[src/rtl/vga_timing_gen_if.sv]
// Video-side bundle of vga_timing_gen: client pixel in, sync/enable/coordinates/RGB out.
// master = timing generator, slave = pixel source / display sink.
interface vga_timing_gen_if #(
  parameter int CNT_W = 10
);
  logic [11:0]      rgb_in;
  logic             pix_en;
  logic [CNT_W-1:0] x;
  logic [CNT_W-1:0] y;
  logic             active;
  logic             line_start;
  logic             frame_start;
  logic             hsync;
  logic             vsync;
  logic [3:0]       red;
  logic [3:0]       green;
  logic [3:0]       blue;

  modport master (
    input  rgb_in,
    output pix_en, x, y, active, line_start, frame_start,
    output hsync, vsync, red, green, blue
  );

  modport slave (
    output rgb_in,
    input  pix_en, x, y, active, line_start, frame_start,
    input  hsync, vsync, red, green, blue
  );
endinterface

[src/rtl/vga_timing_gen.sv]
// Parametrised VGA sync/pixel generator advancing on an internal pixel-tick enable.
// Define TEST_PATTERN_EN to replace rgb_in with internal 8-bar colour bars.
module vga_timing_gen #(
  parameter int H_ACTIVE  = 640,
  parameter int H_FP      = 16,
  parameter int H_SYNC    = 96,
  parameter int H_BP      = 48,
  parameter int V_ACTIVE  = 480,
  parameter int V_FP      = 10,
  parameter int V_SYNC    = 2,
  parameter int V_BP      = 33,
  parameter int CLK_DIV   = 4,
  parameter bit HSYNC_POL = 1'b0,
  parameter bit VSYNC_POL = 1'b0,
  parameter int CNT_W     = 10
) (
  input logic                clk,
  input logic                rst,
  vga_timing_gen_if.master   vga
);
  localparam int H_TOTAL  = H_ACTIVE + H_FP + H_SYNC + H_BP;
  localparam int V_TOTAL  = V_ACTIVE + V_FP + V_SYNC + V_BP;
  localparam int HS_START = H_ACTIVE + H_FP;
  localparam int HS_END   = HS_START + H_SYNC;
  localparam int VS_START = V_ACTIVE + V_FP;
  localparam int VS_END   = VS_START + V_SYNC;
  localparam int DIV_W    = (CLK_DIV > 1) ? $clog2(CLK_DIV) : 1;

  logic [DIV_W-1:0] div_q, div_d;
  logic [CNT_W-1:0] x_q, x_d, y_q, y_d;
  logic             hsync_q, hsync_d, vsync_q, vsync_d;
  logic             active_q, active_d;
  logic [11:0]      rgb_q, rgb_d;
  logic [11:0]      pixel;
  logic             pix_en, x_wrap, y_wrap;
  int unsigned      xi, yi;

  assign xi     = 32'(x_q);
  assign yi     = 32'(y_q);
  assign pix_en = (div_q == DIV_W'(CLK_DIV - 1));
  assign x_wrap = (xi == H_TOTAL - 1);
  assign y_wrap = (yi == V_TOTAL - 1);

`ifdef TEST_PATTERN_EN
  // Bar order white..black maps to r=~b[1], g=~b[2], b=~b[0] of the bar index.
  logic [2:0] bar;
  logic       unused_rgb_in;
  assign bar           = 3'((xi * 8) / H_ACTIVE);
  assign pixel         = {{4{~bar[1]}}, {4{~bar[2]}}, {4{~bar[0]}}};
  assign unused_rgb_in = ^vga.rgb_in;
`else
  assign pixel = vga.rgb_in;
`endif

  always_comb begin
    div_d    = pix_en ? '0 : div_q + DIV_W'(1);
    x_d      = x_q;
    y_d      = y_q;
    hsync_d  = hsync_q;
    vsync_d  = vsync_q;
    active_d = active_q;
    rgb_d    = rgb_q;
    if (pix_en) begin
      x_d = x_wrap ? '0 : x_q + CNT_W'(1);
      if (x_wrap) y_d = y_wrap ? '0 : y_q + CNT_W'(1);
      // Video registers take the pre-increment position: one tick behind x/y.
      hsync_d  = (xi >= HS_START && xi < HS_END) ? HSYNC_POL : ~HSYNC_POL;
      vsync_d  = (yi >= VS_START && yi < VS_END) ? VSYNC_POL : ~VSYNC_POL;
      active_d = (xi < H_ACTIVE) && (yi < V_ACTIVE);
      rgb_d    = active_d ? pixel : '0;
    end
  end

  always_ff @(posedge clk) begin
    if (rst) begin
      div_q    <= '0;
      x_q      <= '0;
      y_q      <= '0;
      hsync_q  <= ~HSYNC_POL;
      vsync_q  <= ~VSYNC_POL;
      active_q <= 1'b0;
      rgb_q    <= '0;
    end else begin
      div_q    <= div_d;
      x_q      <= x_d;
      y_q      <= y_d;
      hsync_q  <= hsync_d;
      vsync_q  <= vsync_d;
      active_q <= active_d;
      rgb_q    <= rgb_d;
    end
  end

  assign vga.pix_en      = pix_en;
  assign vga.x           = x_q;
  assign vga.y           = y_q;
  assign vga.active      = active_q;
  assign vga.line_start  = pix_en & x_wrap;
  assign vga.frame_start = pix_en & x_wrap & y_wrap;
  assign vga.hsync       = hsync_q;
  assign vga.vsync       = vsync_q;
  assign vga.red         = rgb_q[11:8];
  assign vga.green       = rgb_q[7:4];
  assign vga.blue        = rgb_q[3:0];
endmodule

[src/flat_wrapper.sv]
// flat-port wrapper written by rule: the top's interface ports become plain ports
module vga_timing_gen_flat 
#(
  parameter int H_ACTIVE  = 640,
  parameter int H_FP      = 16,
  parameter int H_SYNC    = 96,
  parameter int H_BP      = 48,
  parameter int V_ACTIVE  = 480,
  parameter int V_FP      = 10,
  parameter int V_SYNC    = 2,
  parameter int V_BP      = 33,
  parameter int CLK_DIV   = 4,
  parameter bit HSYNC_POL = 1'b0,
  parameter bit VSYNC_POL = 1'b0,
  parameter int CNT_W     = 10
)
  (clk, rst, vga_rgb_in, vga_pix_en, vga_x, vga_y, vga_active, vga_line_start, vga_frame_start, vga_hsync, vga_vsync, vga_red, vga_green, vga_blue);
  vga_timing_gen_if #(.CNT_W(CNT_W)) vga_i ();
  input logic clk;
  input logic rst;
  input wire logic [$bits(vga_i.rgb_in)-1:0] vga_rgb_in;
  output wire logic [$bits(vga_i.pix_en)-1:0] vga_pix_en;
  output wire logic [$bits(vga_i.x)-1:0] vga_x;
  output wire logic [$bits(vga_i.y)-1:0] vga_y;
  output wire logic [$bits(vga_i.active)-1:0] vga_active;
  output wire logic [$bits(vga_i.line_start)-1:0] vga_line_start;
  output wire logic [$bits(vga_i.frame_start)-1:0] vga_frame_start;
  output wire logic [$bits(vga_i.hsync)-1:0] vga_hsync;
  output wire logic [$bits(vga_i.vsync)-1:0] vga_vsync;
  output wire logic [$bits(vga_i.red)-1:0] vga_red;
  output wire logic [$bits(vga_i.green)-1:0] vga_green;
  output wire logic [$bits(vga_i.blue)-1:0] vga_blue;
  assign vga_i.rgb_in = vga_rgb_in;
  assign vga_pix_en = vga_i.pix_en;
  assign vga_x = vga_i.x;
  assign vga_y = vga_i.y;
  assign vga_active = vga_i.active;
  assign vga_line_start = vga_i.line_start;
  assign vga_frame_start = vga_i.frame_start;
  assign vga_hsync = vga_i.hsync;
  assign vga_vsync = vga_i.vsync;
  assign vga_red = vga_i.red;
  assign vga_green = vga_i.green;
  assign vga_blue = vga_i.blue;
  vga_timing_gen #(.H_ACTIVE(H_ACTIVE), .H_FP(H_FP), .H_SYNC(H_SYNC), .H_BP(H_BP), .V_ACTIVE(V_ACTIVE), .V_FP(V_FP), .V_SYNC(V_SYNC), .V_BP(V_BP), .CLK_DIV(CLK_DIV), .HSYNC_POL(HSYNC_POL), .VSYNC_POL(VSYNC_POL), .CNT_W(CNT_W)) u_core (.clk(clk), .rst(rst), .vga(vga_i));
endmodule
[config.mk]
export PLATFORM = sky130hd
export DESIGN_NAME = vga_timing_gen_flat
export DESIGN_NICKNAME = d
export VERILOG_FILES = /design/src/rtl/vga_timing_gen_if.sv /design/src/rtl/vga_timing_gen.sv /design/src/flat_wrapper.sv
export SDC_FILE = /design/constraint.sdc
export NUM_CORES = 1
export LEC_CHECK = 0
export CAP_MARGIN = 20
export CORE_MARGIN = 8
export CORE_UTILIZATION = 45
export DETAILED_ROUTE_END_ITERATION = 8
export HOLD_SLACK_MARGIN = 0.06
export PLACE_DENSITY_LB_ADDON = 0.2
export SLEW_MARGIN = 20
export SYNTH_ARGS = -nofsm -noshare
export SYNTH_HDL_FRONTEND = slang
export SYNTH_SLANG_ARGS = --single-unit
[constraint.sdc]
create_clock -name clk -period 2.1 [get_ports clk]
set_input_delay 0.315 -clock clk [delete_from_list [all_inputs] [get_ports clk]]
set_output_delay 0.315 -clock clk [all_outputs]
set_load 0.01 [all_outputs]
==> flow_summary_export.csv <==
group,metric,value,unit
run_status,status,"finished, violations left",
run_status,violations,"setup timing",
worst_setup_path,slowest_delay,0.50,ns
timing,setup_ws,-0.0751,ns
timing,setup_viol,1,
timing,rsz0062_at_grt,"yes",
clock_network,htreeDepth,2,
detailed_routing,drtIter0Drc,120,
clock_network,cts_setup_buffers,0,
grt,grt_pass1_vias,1593,
detailed_routing,vias,1562,
worst_setup_path,path_cells,"or4_1 -> or4_4 -> nor2_4 -> buf_6",
yosys,synth_area_per_cell,9.59,um^2
yosys,ys_seq_elements,37,
floorplanning,fp.dieH,76.0,um
detailed_routing,route.detailed.drc,0,
cells_and_area,drive_above_1_share,21.9,%
power,vdd_ir_drop_max,468,uV
cells_and_area,final_common_cell,"clkdlybuf4s50_1",
timing,slew_headroom,42.1,%
worst_setup_path,startpoint_type,"register",
grt,grtUsageTotal,15.1,%
worst_setup_path,slowest_stage,"or4_1",
placed_design,portBuffers,51,
yosys,syn_area,1620,um^2
timing,fin_setup_tns,-0.0751,ns
clock_network,clkTransAtPathRegs,0.12,ns
cells_and_area,area_growth,51.7,%
timing,max_freq,460,MHz
floorplanning,die_area,5780,um^2
min_path,holdCritPathClass,"reg -> reg",
grt,grt_pass1_wl,7380,um
cells_and_area,antenna_cells,0,
detailed_routing,drt_first_pass_iters,4,
clock_network,numClockSinks,37,
detailed_routing,postRouteAntennaNets,0,
clock_network,root_buffer,"clkbuf_4",
job,cap_violations,0,
grt,gr-total-overflow,0,
clock_network,numCtsBuffers,5,
worst_setup_path,path_class,"reg -> out",
timing,final_max_slew_viol_count,0,
detailed_routing,wl,4240,um
timing,fin_crit,2.18,ns
clock_network,cts_tree,"built",
timing,fin_crit_sh,104,%
clock_network,hold_buffers,0,
yosys,synth_cell_types,33,
floorplanning,core-area,3550,um^2
worst_setup_path,cp.arrival,1.86,ns
worst_setup_path,crit_buf_inv,1,
worst_setup_path,cp-end-kind,"primary output",
worst_setup_path,path_max_fanout,2,
power,p_per_area,519,nW/um^2
clock_network,clock_path_buffers,2,
yosys,synth.yosys.seq_area_share,45.7,%
detailed_routing,avgViaCountPerCell,5.29,
timing,tightest_slew,0.866,ns
timing,hold_violations,0,
detailed_routing,wl_per_cell,14.4,um
placed_design,routabilityCongestion,0.835,
floorplanning,rows,22,
yosys,syn_nets,188,
yosys,synth_cells,169,
timing,finClkSkew,0.0128,ns
worst_setup_path,worstPathRequired,1.78,ns
floorplanning,io_pins,52,
cells_and_area,nets,265,
grt,antenna_found_initial,0,
worst_setup_path,crit_family,"simple AND/OR/NAND/NOR gates",
clock_network,clkLatencyLatePin,0.35,ns
power,p_leak,0.940,nW
grt,grt_max_degree,16,
cells_and_area,utilization,69.2,%
floorplanning,die_w,76.0,um
placed_design,dp_hpwl,3250,um
floorplanning,start_util,45.6,%
cells_and_area,final_cell_mix,"49 x clkdlybuf4s50_1, 32 x dfxtp_1, 26 x buf_4, 17 x nor2_1, 12 x a22o_1",
yosys,synth_warnings,0,
## kinds of logic (layout without fill, tap and decap cells)
family,count (synthesis),after routing,share of synthesized area (%)
and+or+nand+nor,71,71,26.5
AOI/OAI and AO/OA,28,28,12.9
buffers and inverters,14,92,3.48
adders and majority gates,5,5,3.86
DFF,37,37,45.7
xor gates and xnor gates,14,14,7.57
## Yosys cell counts
cell	number	share of area, %
nand4bb_4	1	1.7
nand3_1	5	1.5
xor2_1	6	3.2
nand3_2	1	0.62
nand2b_1	4	1.5
xnor2_1	8	4.3
nor3b_1	1	0.46
nor4b_1	2	1.1
nor3_1	5	1.5
and4_1	1	0.54
o21ai_0	5	1.5
nand4_1	8	3.1
or4_1	2	0.93
clkbuf_4	1	0.46
a22o_1	12	6.5
clkbuf_1	6	1.4
a31oi_1	1	0.39
and2_1	1	0.39
or3_1	4	1.5
or4_4	3	2.1
o311ai_0	1	0.54
nor2_1	18	4.2
nor4_1	3	1.2
o31ai_1	1	0.46
nand3b_4	1	1.2
dfxtp_1	37	46
ha_1	5	3.9
a21oi_1	6	1.9
and3_1	2	0.77
o21bai_4	1	1.2
nand2_1	9	2.1
inv_1	7	1.6
a21o_1	1	0.46
## repair_timing
item	in CTS	in global routing
resized for setup	10	9
pin swaps	3	2
setup endpoints to repair	2	2
## per-stage QoR
step | cell area, um^2 | setup slack (ns) | cells | power, mW | hold WS, ns
floorplan | 1620 | 0.154 | 169 | 0.789 | 0.398
global placement | 2360 | -0.154 | 287 | 0.855 | 0.406
detailed placement | 2360 | -0.201 | 287 | 0.859 | 0.420
CTS | 2440 | -0.118 | 295 | 1.29 | 0.438
global route | 2460 | -0.147 | 295 | 1.34 | 0.426
finish | 2460 | -0.0751 | 295 | 1.28 | 0.411
## final timing paths
path | startpoint | end | slack, ns | cells past startpoint
max reg2reg | u_core.vga.x[0] | u_core.vga.y[8] | 0.18 | 6
min | u_core.div_q[0] | u_core.div_q[0] | 0.41 | 1
max | u_core.vga.y[7] | vga_frame_start | -0.08 | 4
min reg2reg | u_core.div_q[0] | u_core.div_q[0] | 0.41 | 1
## layer usage
metal  GRT usage, %  vias to the layer above  routed length [um]
met1           15.9                      748                1730
met2           26.4                       49                2170
met3           6.96                        2                 329
met4           3.73                        0                  13
met5              0                        -                   0
li1               -                      763                   -
## state kept, by name (all words and copies together) (netlist names)
name / flops
u_core.div_q: 2
u_core.rgb_q: 12
u_core.vga.active: 1
u_core.vga.hsync: 1
u_core.vga.vsync: 1
u_core.vga.x: 10
u_core.vga.y: 10
## power by group
group	switching [mW]	internal, mW	total (mW)
clock network	0.240	0.194	0.434
logic	0.0471	0.0667	0.114
registers	0.00927	0.720	0.729
## cell type report
cell class	count	area [um^2]
inverter	7	26.3
clock inverter	1	5.00
fill	274	1090
timing repair buffer	77	708
clock buffer	7	65.1
multi-input combinational	118	847
tap	48	60.1
sequential	37	747
Note: power is estimated with default switching activity, not from simulation.
